`src/rtl/ir_rx_pkg.sv`:
```
`default_nettype none
// +----------------------------------------------------------------------+
// | Package : ir_rx_pkg                                                  |
// | Purpose : shared state encoding and sizing helpers for the IR frame  |
// |           receiver and its FIFO.                                     |
// | Rev     : 1.0  initial release                                       |
// +----------------------------------------------------------------------+
package ir_rx_pkg;

   typedef enum logic [2:0] {
      IDLE  = 3'd0,
      START = 3'd1,
      DATA  = 3'd2,
      STOP  = 3'd3,
      CHECK = 3'd4
   } rx_state_t;

   // Payload bits between start and stop: Addr, ~Addr, Data, ~Data.
   function automatic int frame_bits(input int addr_w, input int data_w);
      return 2 * addr_w + 2 * data_w;
   endfunction

   // Bit-timer value at which the line is sampled (middle of the bit).
   function automatic int mid_tick(input int oversample);
      return oversample / 2 - 1;
   endfunction

endpackage
`default_nettype wire

```
`src/rtl/ir_frame_receiver_if.sv`:
```
`default_nettype none
// +----------------------------------------------------------------------+
// | Interface : ir_frame_receiver_if                                     |
// | Purpose   : serial input, key-queue handshake and status lines of    |
// |             the IR frame receiver.                                   |
// | Ports     : Serial (line in), Pop (consumer take), Valid/Tecla/Addr  |
// |             (queue head), FrameErr/Overflow (pulses), Busy.          |
// | Modports  : master = receiver, slave = front end + consumer.         |
// | Rev       : 1.0  initial release                                     |
// +----------------------------------------------------------------------+
interface ir_frame_receiver_if #(
   parameter int ADDR_W = 8,
   parameter int DATA_W = 8
);
   logic              Serial;
   logic              Pop;
   logic              Valid;
   logic [DATA_W-1:0] Tecla;
   logic [ADDR_W-1:0] Addr;
   logic              FrameErr;
   logic              Overflow;
   logic              Busy;

   modport master (
      input  Serial, Pop,
      output Valid, Tecla, Addr, FrameErr, Overflow, Busy
   );

   modport slave (
      output Serial, Pop,
      input  Valid, Tecla, Addr, FrameErr, Overflow, Busy
   );
endinterface
`default_nettype wire

```
`src/rtl/ir_rx_fifo.sv`:
```
`default_nettype none
// +----------------------------------------------------------------------+
// | Module  : ir_rx_fifo                                                 |
// | Purpose : synchronous FIFO for accepted frames; head read directly   |
// |           from registered storage.                                   |
// | Ports   : Clock, Reset (async active-low), i_push, i_pop, i_din,     |
// |           o_dout (head), o_full, o_empty.                            |
// | Rev     : 1.0  initial release                                       |
// +----------------------------------------------------------------------+
module ir_rx_fifo #(
   parameter int WIDTH = 16,
   parameter int DEPTH = 4
) (
   input  wire logic             Clock,
   input  wire logic             Reset,
   input  wire logic             i_push,
   input  wire logic             i_pop,
   input  wire logic [WIDTH-1:0] i_din,
   output logic      [WIDTH-1:0] o_dout,
   output logic                  o_full,
   output logic                  o_empty
);
   localparam int c_PTR_W = $clog2(DEPTH);

   logic [WIDTH-1:0]   r_mem [DEPTH];
   logic [c_PTR_W-1:0] r_wr_ptr;
   logic [c_PTR_W-1:0] r_rd_ptr;
   logic [c_PTR_W:0]   r_count;
   logic               w_do_pop;
   logic               w_do_push;

   assign o_empty   = (r_count == '0);
   assign o_full    = (r_count == (c_PTR_W + 1)'(DEPTH));
   assign o_dout    = r_mem[r_rd_ptr];
   // A pop frees a slot in the same cycle, so a full FIFO can still accept.
   assign w_do_pop  = i_pop && !o_empty;
   assign w_do_push = i_push && (!o_full || w_do_pop);

   always_ff @(posedge Clock or negedge Reset) begin
      if (!Reset) begin
         for (int i = 0; i < DEPTH; i++) r_mem[i] <= '0;
         r_wr_ptr <= '0;
         r_rd_ptr <= '0;
         r_count  <= '0;
      end else begin
         if (w_do_push) begin
            r_mem[r_wr_ptr] <= i_din;
            r_wr_ptr        <= r_wr_ptr + c_PTR_W'(1);
         end
         if (w_do_pop) r_rd_ptr <= r_rd_ptr + c_PTR_W'(1);
         case ({w_do_push, w_do_pop})
            2'b10:   r_count <= r_count + (c_PTR_W + 1)'(1);
            2'b01:   r_count <= r_count - (c_PTR_W + 1)'(1);
            default: r_count <= r_count;
         endcase
      end
   end
endmodule
`default_nettype wire

```
`src/rtl/ir_frame_receiver.sv`:
```
`default_nettype none
// +----------------------------------------------------------------------+
// | Module  : ir_frame_receiver                                          |
// | Purpose : oversampled IR frame decoder. Start bit, Addr, ~Addr,      |
// |           Data, ~Data (MSB first), stop bit; inverse checks,         |
// |           optional address filter, accepted frames queued in a FIFO. |
// | Ports   : Clock, Reset (async active-low, synchronised release),     |
// |           bus (master): Serial, Pop in; Valid, Tecla, Addr,          |
// |           FrameErr, Overflow, Busy out.                              |
// | Rev     : 1.0  initial release                                       |
// +----------------------------------------------------------------------+
module ir_frame_receiver #(
   parameter int OVERSAMPLE  = 8,
   parameter int ADDR_W      = 8,
   parameter int DATA_W      = 8,
   parameter int FIFO_DEPTH  = 4,
   parameter int ADDR_FILTER = 0,
   parameter int MY_ADDR     = 0
) (
   input wire logic            Clock,
   input wire logic            Reset,
   ir_frame_receiver_if.master bus
);
   import ir_rx_pkg::*;

   localparam int c_FRAME_BITS = frame_bits(ADDR_W, DATA_W);
   localparam int c_CNT_W      = $clog2(OVERSAMPLE);
   localparam int c_IDX_W      = $clog2(c_FRAME_BITS);
   localparam int c_ENTRY_W    = ADDR_W + DATA_W;
   localparam logic [c_CNT_W-1:0] c_MID      = c_CNT_W'(mid_tick(OVERSAMPLE));
   localparam logic [c_CNT_W-1:0] c_CNT_MAX  = c_CNT_W'(OVERSAMPLE - 1);
   localparam logic [c_IDX_W-1:0] c_LAST_IDX = c_IDX_W'(c_FRAME_BITS - 1);
   localparam logic [ADDR_W-1:0]  c_MY_ADDR  = ADDR_W'(MY_ADDR);

   logic [1:0]              r_rst_sync;
   logic                    w_rst_n;
   logic                    r_ser_meta, r_s, r_s_prev;
   rx_state_t               r_state, w_next_state;
   logic [c_CNT_W-1:0]      r_bit_cnt;
   logic [c_IDX_W-1:0]      r_bit_idx;
   logic [c_FRAME_BITS-1:0] r_shift;
   logic                    r_frame_err, r_overflow;
   logic                    w_fall, w_tick, w_shift_en;
   logic                    w_err_set, w_ovf_set, w_push;
   logic                    w_inv_ok, w_addr_drop, w_pop_eff;
   logic                    w_full, w_empty;
   logic [ADDR_W-1:0]       w_addr, w_naddr;
   logic [DATA_W-1:0]       w_data, w_ndata;
   logic [c_ENTRY_W-1:0]    w_dout;

   // Assertion is asynchronous; release is aligned to Clock.
   always_ff @(posedge Clock or negedge Reset) begin
      if (!Reset) r_rst_sync <= 2'b00;
      else        r_rst_sync <= {r_rst_sync[0], 1'b1};
   end
   assign w_rst_n = r_rst_sync[1];

   assign w_fall = !r_s && r_s_prev;
   assign w_tick = (r_state != IDLE) && (r_bit_cnt == c_MID);

   assign w_addr  = r_shift[c_FRAME_BITS-1 -: ADDR_W];
   assign w_naddr = r_shift[c_FRAME_BITS-1-ADDR_W -: ADDR_W];
   assign w_data  = r_shift[2*DATA_W-1 -: DATA_W];
   assign w_ndata = r_shift[DATA_W-1:0];

   assign w_inv_ok    = (w_addr == ~w_naddr) && (w_data == ~w_ndata);
   assign w_addr_drop = (ADDR_FILTER != 0) && (w_addr != c_MY_ADDR);
   assign w_pop_eff   = bus.Pop && !w_empty;

   always_ff @(posedge Clock or negedge w_rst_n) begin
      if (!w_rst_n) begin
         r_ser_meta  <= 1'b1;
         r_s         <= 1'b1;
         r_s_prev    <= 1'b1;
         r_state     <= IDLE;
         r_bit_cnt   <= '0;
         r_bit_idx   <= '0;
         r_shift     <= '0;
         r_frame_err <= 1'b0;
         r_overflow  <= 1'b0;
      end else begin
         r_ser_meta  <= bus.Serial;
         r_s         <= r_ser_meta;
         r_s_prev    <= r_s;
         r_state     <= w_next_state;
         r_frame_err <= w_err_set;
         r_overflow  <= w_ovf_set;
         // Held at 0 in IDLE so the falling edge starts the bit at count 0.
         if (r_state == IDLE || r_bit_cnt == c_CNT_MAX) r_bit_cnt <= '0;
         else                                           r_bit_cnt <= r_bit_cnt + c_CNT_W'(1);
         if (r_state != DATA) r_bit_idx <= '0;
         else if (w_shift_en) r_bit_idx <= r_bit_idx + c_IDX_W'(1);
         if (w_shift_en) r_shift <= {r_shift[c_FRAME_BITS-2:0], r_s};
      end
   end

   always_comb begin
      w_next_state = r_state;
      w_shift_en   = 1'b0;
      w_err_set    = 1'b0;
      w_ovf_set    = 1'b0;
      w_push       = 1'b0;
      case (r_state)
         IDLE:  if (w_fall) w_next_state = START;
         START: if (w_tick) w_next_state = r_s ? IDLE : DATA;
         DATA:  if (w_tick) begin
                   w_shift_en = 1'b1;
                   if (r_bit_idx == c_LAST_IDX) w_next_state = STOP;
                end
         STOP:  if (w_tick) begin
                   w_err_set    = !r_s;
                   w_next_state = r_s ? CHECK : IDLE;
                end
         CHECK: begin
                   w_next_state = IDLE;
                   if (!w_inv_ok)                   w_err_set = 1'b1;
                   else if (w_addr_drop)            w_push    = 1'b0;
                   else if (w_full && !w_pop_eff)   w_ovf_set = 1'b1;
                   else                             w_push    = 1'b1;
                end
         default: w_next_state = IDLE;
      endcase
   end

   ir_rx_fifo #(
      .WIDTH (c_ENTRY_W),
      .DEPTH (FIFO_DEPTH)
   ) u_fifo (
      .Clock   (Clock),
      .Reset   (w_rst_n),
      .i_push  (w_push),
      .i_pop   (bus.Pop),
      .i_din   ({w_addr, w_data}),
      .o_dout  (w_dout),
      .o_full  (w_full),
      .o_empty (w_empty)
   );

   assign bus.Valid    = !w_empty;
   assign bus.Addr     = w_dout[c_ENTRY_W-1 -: ADDR_W];
   assign bus.Tecla    = w_dout[DATA_W-1:0];
   assign bus.FrameErr = r_frame_err;
   assign bus.Overflow = r_overflow;
   assign bus.Busy     = (r_state != IDLE);
endmodule
`default_nettype wire

```
`src/flat_wrapper.sv`:
```
// flat-port wrapper written by rule: the top's interface ports become plain ports
module ir_frame_receiver_flat import ir_rx_pkg::*;
#(
   parameter int OVERSAMPLE  = 8,
   parameter int ADDR_W      = 8,
   parameter int DATA_W      = 8,
   parameter int FIFO_DEPTH  = 4,
   parameter int ADDR_FILTER = 0,
   parameter int MY_ADDR     = 0
)
  (Clock, Reset, bus_Serial, bus_Pop, bus_Valid, bus_Tecla, bus_Addr, bus_FrameErr, bus_Overflow, bus_Busy);
  ir_frame_receiver_if #(.ADDR_W(ADDR_W), .DATA_W(DATA_W)) bus_i ();
  input wire logic Clock;
  input wire logic Reset;
  input wire logic [$bits(bus_i.Serial)-1:0] bus_Serial;
  input wire logic [$bits(bus_i.Pop)-1:0] bus_Pop;
  output wire logic [$bits(bus_i.Valid)-1:0] bus_Valid;
  output wire logic [$bits(bus_i.Tecla)-1:0] bus_Tecla;
  output wire logic [$bits(bus_i.Addr)-1:0] bus_Addr;
  output wire logic [$bits(bus_i.FrameErr)-1:0] bus_FrameErr;
  output wire logic [$bits(bus_i.Overflow)-1:0] bus_Overflow;
  output wire logic [$bits(bus_i.Busy)-1:0] bus_Busy;
  assign bus_i.Serial = bus_Serial;
  assign bus_i.Pop = bus_Pop;
  assign bus_Valid = bus_i.Valid;
  assign bus_Tecla = bus_i.Tecla;
  assign bus_Addr = bus_i.Addr;
  assign bus_FrameErr = bus_i.FrameErr;
  assign bus_Overflow = bus_i.Overflow;
  assign bus_Busy = bus_i.Busy;
  ir_frame_receiver #(.OVERSAMPLE(OVERSAMPLE), .ADDR_W(ADDR_W), .DATA_W(DATA_W), .FIFO_DEPTH(FIFO_DEPTH), .ADDR_FILTER(ADDR_FILTER), .MY_ADDR(MY_ADDR)) u_core (.Clock(Clock), .Reset(Reset), .bus(bus_i));
endmodule
```
`config.mk`:
```
export PLATFORM = sky130hd
export DESIGN_NAME = ir_frame_receiver_flat
export DESIGN_NICKNAME = d
export VERILOG_FILES = /design/src/rtl/ir_rx_pkg.sv /design/src/rtl/ir_frame_receiver_if.sv /design/src/rtl/ir_rx_fifo.sv /design/src/rtl/ir_frame_receiver.sv /design/src/flat_wrapper.sv
export SDC_FILE = /design/constraint.sdc
export NUM_CORES = 1
export LEC_CHECK = 0
export CORE_ASPECT_RATIO = 0.9
export CORE_MARGIN = 2
export CORE_UTILIZATION = 40
export DETAILED_ROUTE_END_ITERATION = 8
export GPL_TIMING_DRIVEN = 0
export SLEW_MARGIN = 30
export SYNTH_ARGS = -nofsm -noshare
export SYNTH_HDL_FRONTEND = slang
export SYNTH_SLANG_ARGS = --single-unit
export TNS_END_PERCENT = 50
```
`constraint.sdc`:
```
create_clock -name Clock -period 9 [get_ports Clock]
set_input_delay 2.25 -clock Clock [delete_from_list [all_inputs] [get_ports Clock]]
set_output_delay 2.25 -clock Clock [all_outputs]
set_load 0.1 [all_outputs]
```
==> summary.txt <==
Timing
  – Final hold slack: 292.3 ps
  – Worst Skew: 7.014 ps
  – Max-slew violation count: 0
  – Final min period: 5544 ps
  – Max Fclk: 180.4 MHz
  – Final Hold Viols: 0
  – Setup violators final: 0
  – Fin crit share: 61.60%
  – Slew margin rel.: 34.25%
  – RSZ-0062 raised after global routing: false
  – Accumulated negative setup slack: 0 ps
  – Worst slew pin tran: 983.2 ps

Clocking
  – CTS Buffer Depth: 2
  – Setup bufs post-CTS: 0
  – H-Tree Depth: 4
  – CTS Buf Count: 17
  – Clk sinks: 121
  – Clk root buf: clkbuf_16
  – TritonCTS clock tree: yes
  – Resized Gates After CTS: 0
  – Hold_buf cts: 0
  – Clk slew on worst S/H paths: 50 ps
  – Worst-Skew Late Latency: 410 ps

Placement
  – GPL Wtd Cong: 0.7115
  – IO Port Bufs: 23
  – Dpl cells: 532
  – DP Wirelength: 6.202 mm
  – Dpl cell area: 0.005764 mm²

Die
  – Die width: 125.1 µm
  – Die ar.: 0.01413 mm²
  – CORE AREA: 0.01278 mm²
  – Height of the chip: 113.0 µm
  – Initial Util: 41.28%
  – Row count: 39
  – Top Ports: 24

Flow run
  – Maxcap violations: 0

Finish
  – ANT cells: 0
  – Filler Cell Count: 1094
  – Area growth, synth to finish: 20.91%
  – Fin area: 0.006381 mm²
  – Layout cell share with drive strength beyond 1: 40.25%
  – Post-Layout Cell Count: 564
  – NumNets Final: 402

Synthesis
  – Post-synthesis sequential area ratio: 57.44%
  – Syn_nets: 358
  – Synth warn: 0
  – Post-synthesis cell type count: 36
  – Post-synthesis register bit count: 121
  – Synth Cell Area: 0.005278 mm²
  – Syn_area_per_cell: 15.39 µm²
  – Post-Syn Instances: 343

Worst setup path
  – Worst R2R Path Depth: 10
  – Crit Path Max Fanout: 10
  – CP arrival: 3290 ps
  – Worst setup SP type: flop
  – CP required: 6750 ps
  – CP endpoint: bus_Addr[1]
  – Setup slack, reg-to-reg: 6440 ps
  – Crit path launch: u_core.u_fifo.r_rd_ptr[0]
  – CP endpoint kind: output port
  – RR Endpoint: u_core.u_fifo.r_count[2]
  – Kind of critical path: flop to output port
  – Crit Reg-Reg Startpoint: u_core.r_shift[10]

Detailed routing
  – Initial DRC count: 120
  – DR DRC count: 0
  – Vias: 2837
  – WL/cell: 16.71 µm
  – First-pass DRT Iterations: 4
  – ANT nets after route: 0
  – Via density: 5.030
  – Drt total wl: 9.426 mm

Global route
  – Grt total ovfl: 0
  – First-pass GRT wire length: 16.24 mm
  – Initial antenna violation count: 0
  – Total Routing Usage GR: 14.96%
  – Vias in the first global route: 3150
  – Largest net degree at the start of global routing: 47

Power
  – Sequential share of power: 39.6%
  – Clock power share: 46.5%
  – Leak Pwr: 3.147 nW
  – VDD IR max: 0.1761 mV
  – P_int: 1.125 mW
  – Comb power frac: 13.9%
  – Sw frac: 25.39%
  – Switch Pwr: 0.3829 mW
  – PD cells: 236.3 mW/mm²

Run status
  – Run status: finished, final reports clean

Worst hold path
  – Worst hold path class: flop to asynchronous set/reset pin
-- critical path, stage by stage, from the launching register on --
cell	delay [ps]
dfrtp_1	320
clkbuf_1	550
buf_2	450
mux4_2	560
clkdlybuf4s50_1	980
-- layer usage --
| metal | vias to the layer above | global-route usage, % | part of all wire, % |
|---|---|---|---|
| met5 | - | 0 | 0 |
| met4 | 0 | 5.556 | 1.1 |
| met3 | 8 | 5.059 | 3.1 |
| met2 | 29 | 23.48 | 48 |
| met1 | 1483 | 19.50 | 48 |
| li1 | 1317 | - | - |
-- power groups by stage --
stage	logic [mW]	clock network [mW]	registers (mW)
after global routing	0.236	0.744	0.601
after floorplan	0.161	0	0.607
after global placement	0.201	0	0.611
final	0.210	0.701	0.597
after detailed placement	0.216	0	0.606
after CTS	0.217	0.717	0.597
-- sequential cells by signal, indices dropped and copies added, names as in the netlist --
signal	count
u_core.bus.FrameErr	1
u_core.bus.Overflow	1
u_core.r_bit_cnt	3
u_core.r_bit_idx	5
u_core.r_rst_sync	2
u_core.r_s	1
u_core.r_s_prev	1
u_core.r_ser_meta	1
u_core.r_shift	32
u_core.r_state	3
u_core.u_fifo.r_count	3
u_core.u_fifo.r_mem	64
u_core.u_fifo.r_rd_ptr	2
u_core.u_fifo.r_wr_ptr	2
-- cells in the final DEF (no fill, tap or decap), drive strengths merged, types with 4 or more instances in the layout --
| cell type | n |
|---|---|
| nand4 | 5 |
| xnor2 | 4 |
| mux2 | 97 |
| clkbuf | 30 |
| dfrtp | 118 |
| nor2 | 12 |
| clkinv | 5 |
| ha | 10 |
| mux4 | 16 |
| buf | 10 |
| nor3 | 4 |
| xor2 | 20 |
| clkdlybuf4s50 | 23 |
| nand2 | 5 |
| inv | 9 |
-- area by class of cell --
type | count | area (µm²) | share of cell area, %
sequential | 121 | 3035 | 47.57
buffer | 14 | 95.09 | 1.490
multi-input combinational | 199 | 2117 | 33.18
timing repair buffer | 25 | 277.8 | 4.353
inverter | 9 | 33.78 | 0.5294
clock buffer | 24 | 501.7 | 7.863
tap | 164 | 205.2 | 3.216
clock inverter | 8 | 115.1 | 1.804
-- through the flow --
stage / util (%) / setup WS, ps / power [mW]
finish: 49.91 / 3456 / 1.508
global route: 49.91 / 3199 / 1.582
CTS: 49.91 / 3328 / 1.531
detailed placement: 45.09 / 3796 / 0.8217
global placement: 44.69 / 3800 / 0.8122
floorplan: - / 4825 / 0.7682
-- worst min-delay path by stage --
stage	start	end	slack, ps	depth (start not counted)
4_1_cts	u_core.r_rst_sync[1]	u_core.u_fifo.r_mem[23]	310	0
2_1_floorplan	u_core.r_rst_sync[0]	u_core.r_rst_sync[1]	330	0
5_1_grt	u_core.r_rst_sync[1]	u_core.u_fifo.r_mem[23]	340	0
3_5_place_dp	u_core.r_rst_sync[1]	u_core.u_fifo.r_mem[23]	310	0
6_report	u_core.r_rst_sync[1]	u_core.u_fifo.r_mem[23]	290	0
3_3_place_gp	u_core.r_rst_sync[0]	u_core.r_rst_sync[1]	330	0
-- Yosys cell counts, drive strengths merged --
| library cell | count | area (µm²) |
|---|---|---|
| nand2 | 5 | 18.77 |
| clkbuf | 6 | 22.52 |
| and3b | 1 | 10.01 |
| mux2 | 97 | 1092 |
| buf | 8 | 72.56 |
| xnor2 | 4 | 35.03 |
| nor4b | 1 | 8.760 |
| fa | 1 | 20.02 |
| a21oi | 2 | 10.01 |
| conb | 1 | 3.750 |
| xor2 | 20 | 175.2 |
| nor2 | 12 | 45.04 |
| inv | 9 | 33.78 |
| dfstp | 3 | 78.83 |
| dfrtp | 118 | 2953 |
| and3 | 3 | 20.02 |
| nand2b | 1 | 6.260 |
| nand4 | 5 | 31.28 |
| mux4 | 16 | 360.4 |
| o22ai | 1 | 6.260 |
| and2 | 1 | 6.260 |
| a32o | 1 | 10.01 |
| nor4 | 1 | 21.27 |
| ha | 10 | 125.1 |
| nor3b | 1 | 7.510 |
| mux2i | 3 | 30.03 |
| nor3 | 4 | 20.02 |
| nor2b | 1 | 6.260 |
| nand3 | 3 | 25.02 |
| o21ai | 2 | 10.01 |
| or3 | 2 | 12.51 |
-- cell families after synthesis --
logic type / share of synthesized area (%)
flip-flops: 57.44
buffers and inverters: 2.442
other: 0.07106
multiplexers: 28.09
AND/OR/NAND/NOR: 4.528
XOR/XNOR: 3.983
adder cells (fa/ha/maj): 2.750
AO/OA/AOI/OAI: 0.6876
Note: power is estimated with default switching activity, not from simulation.
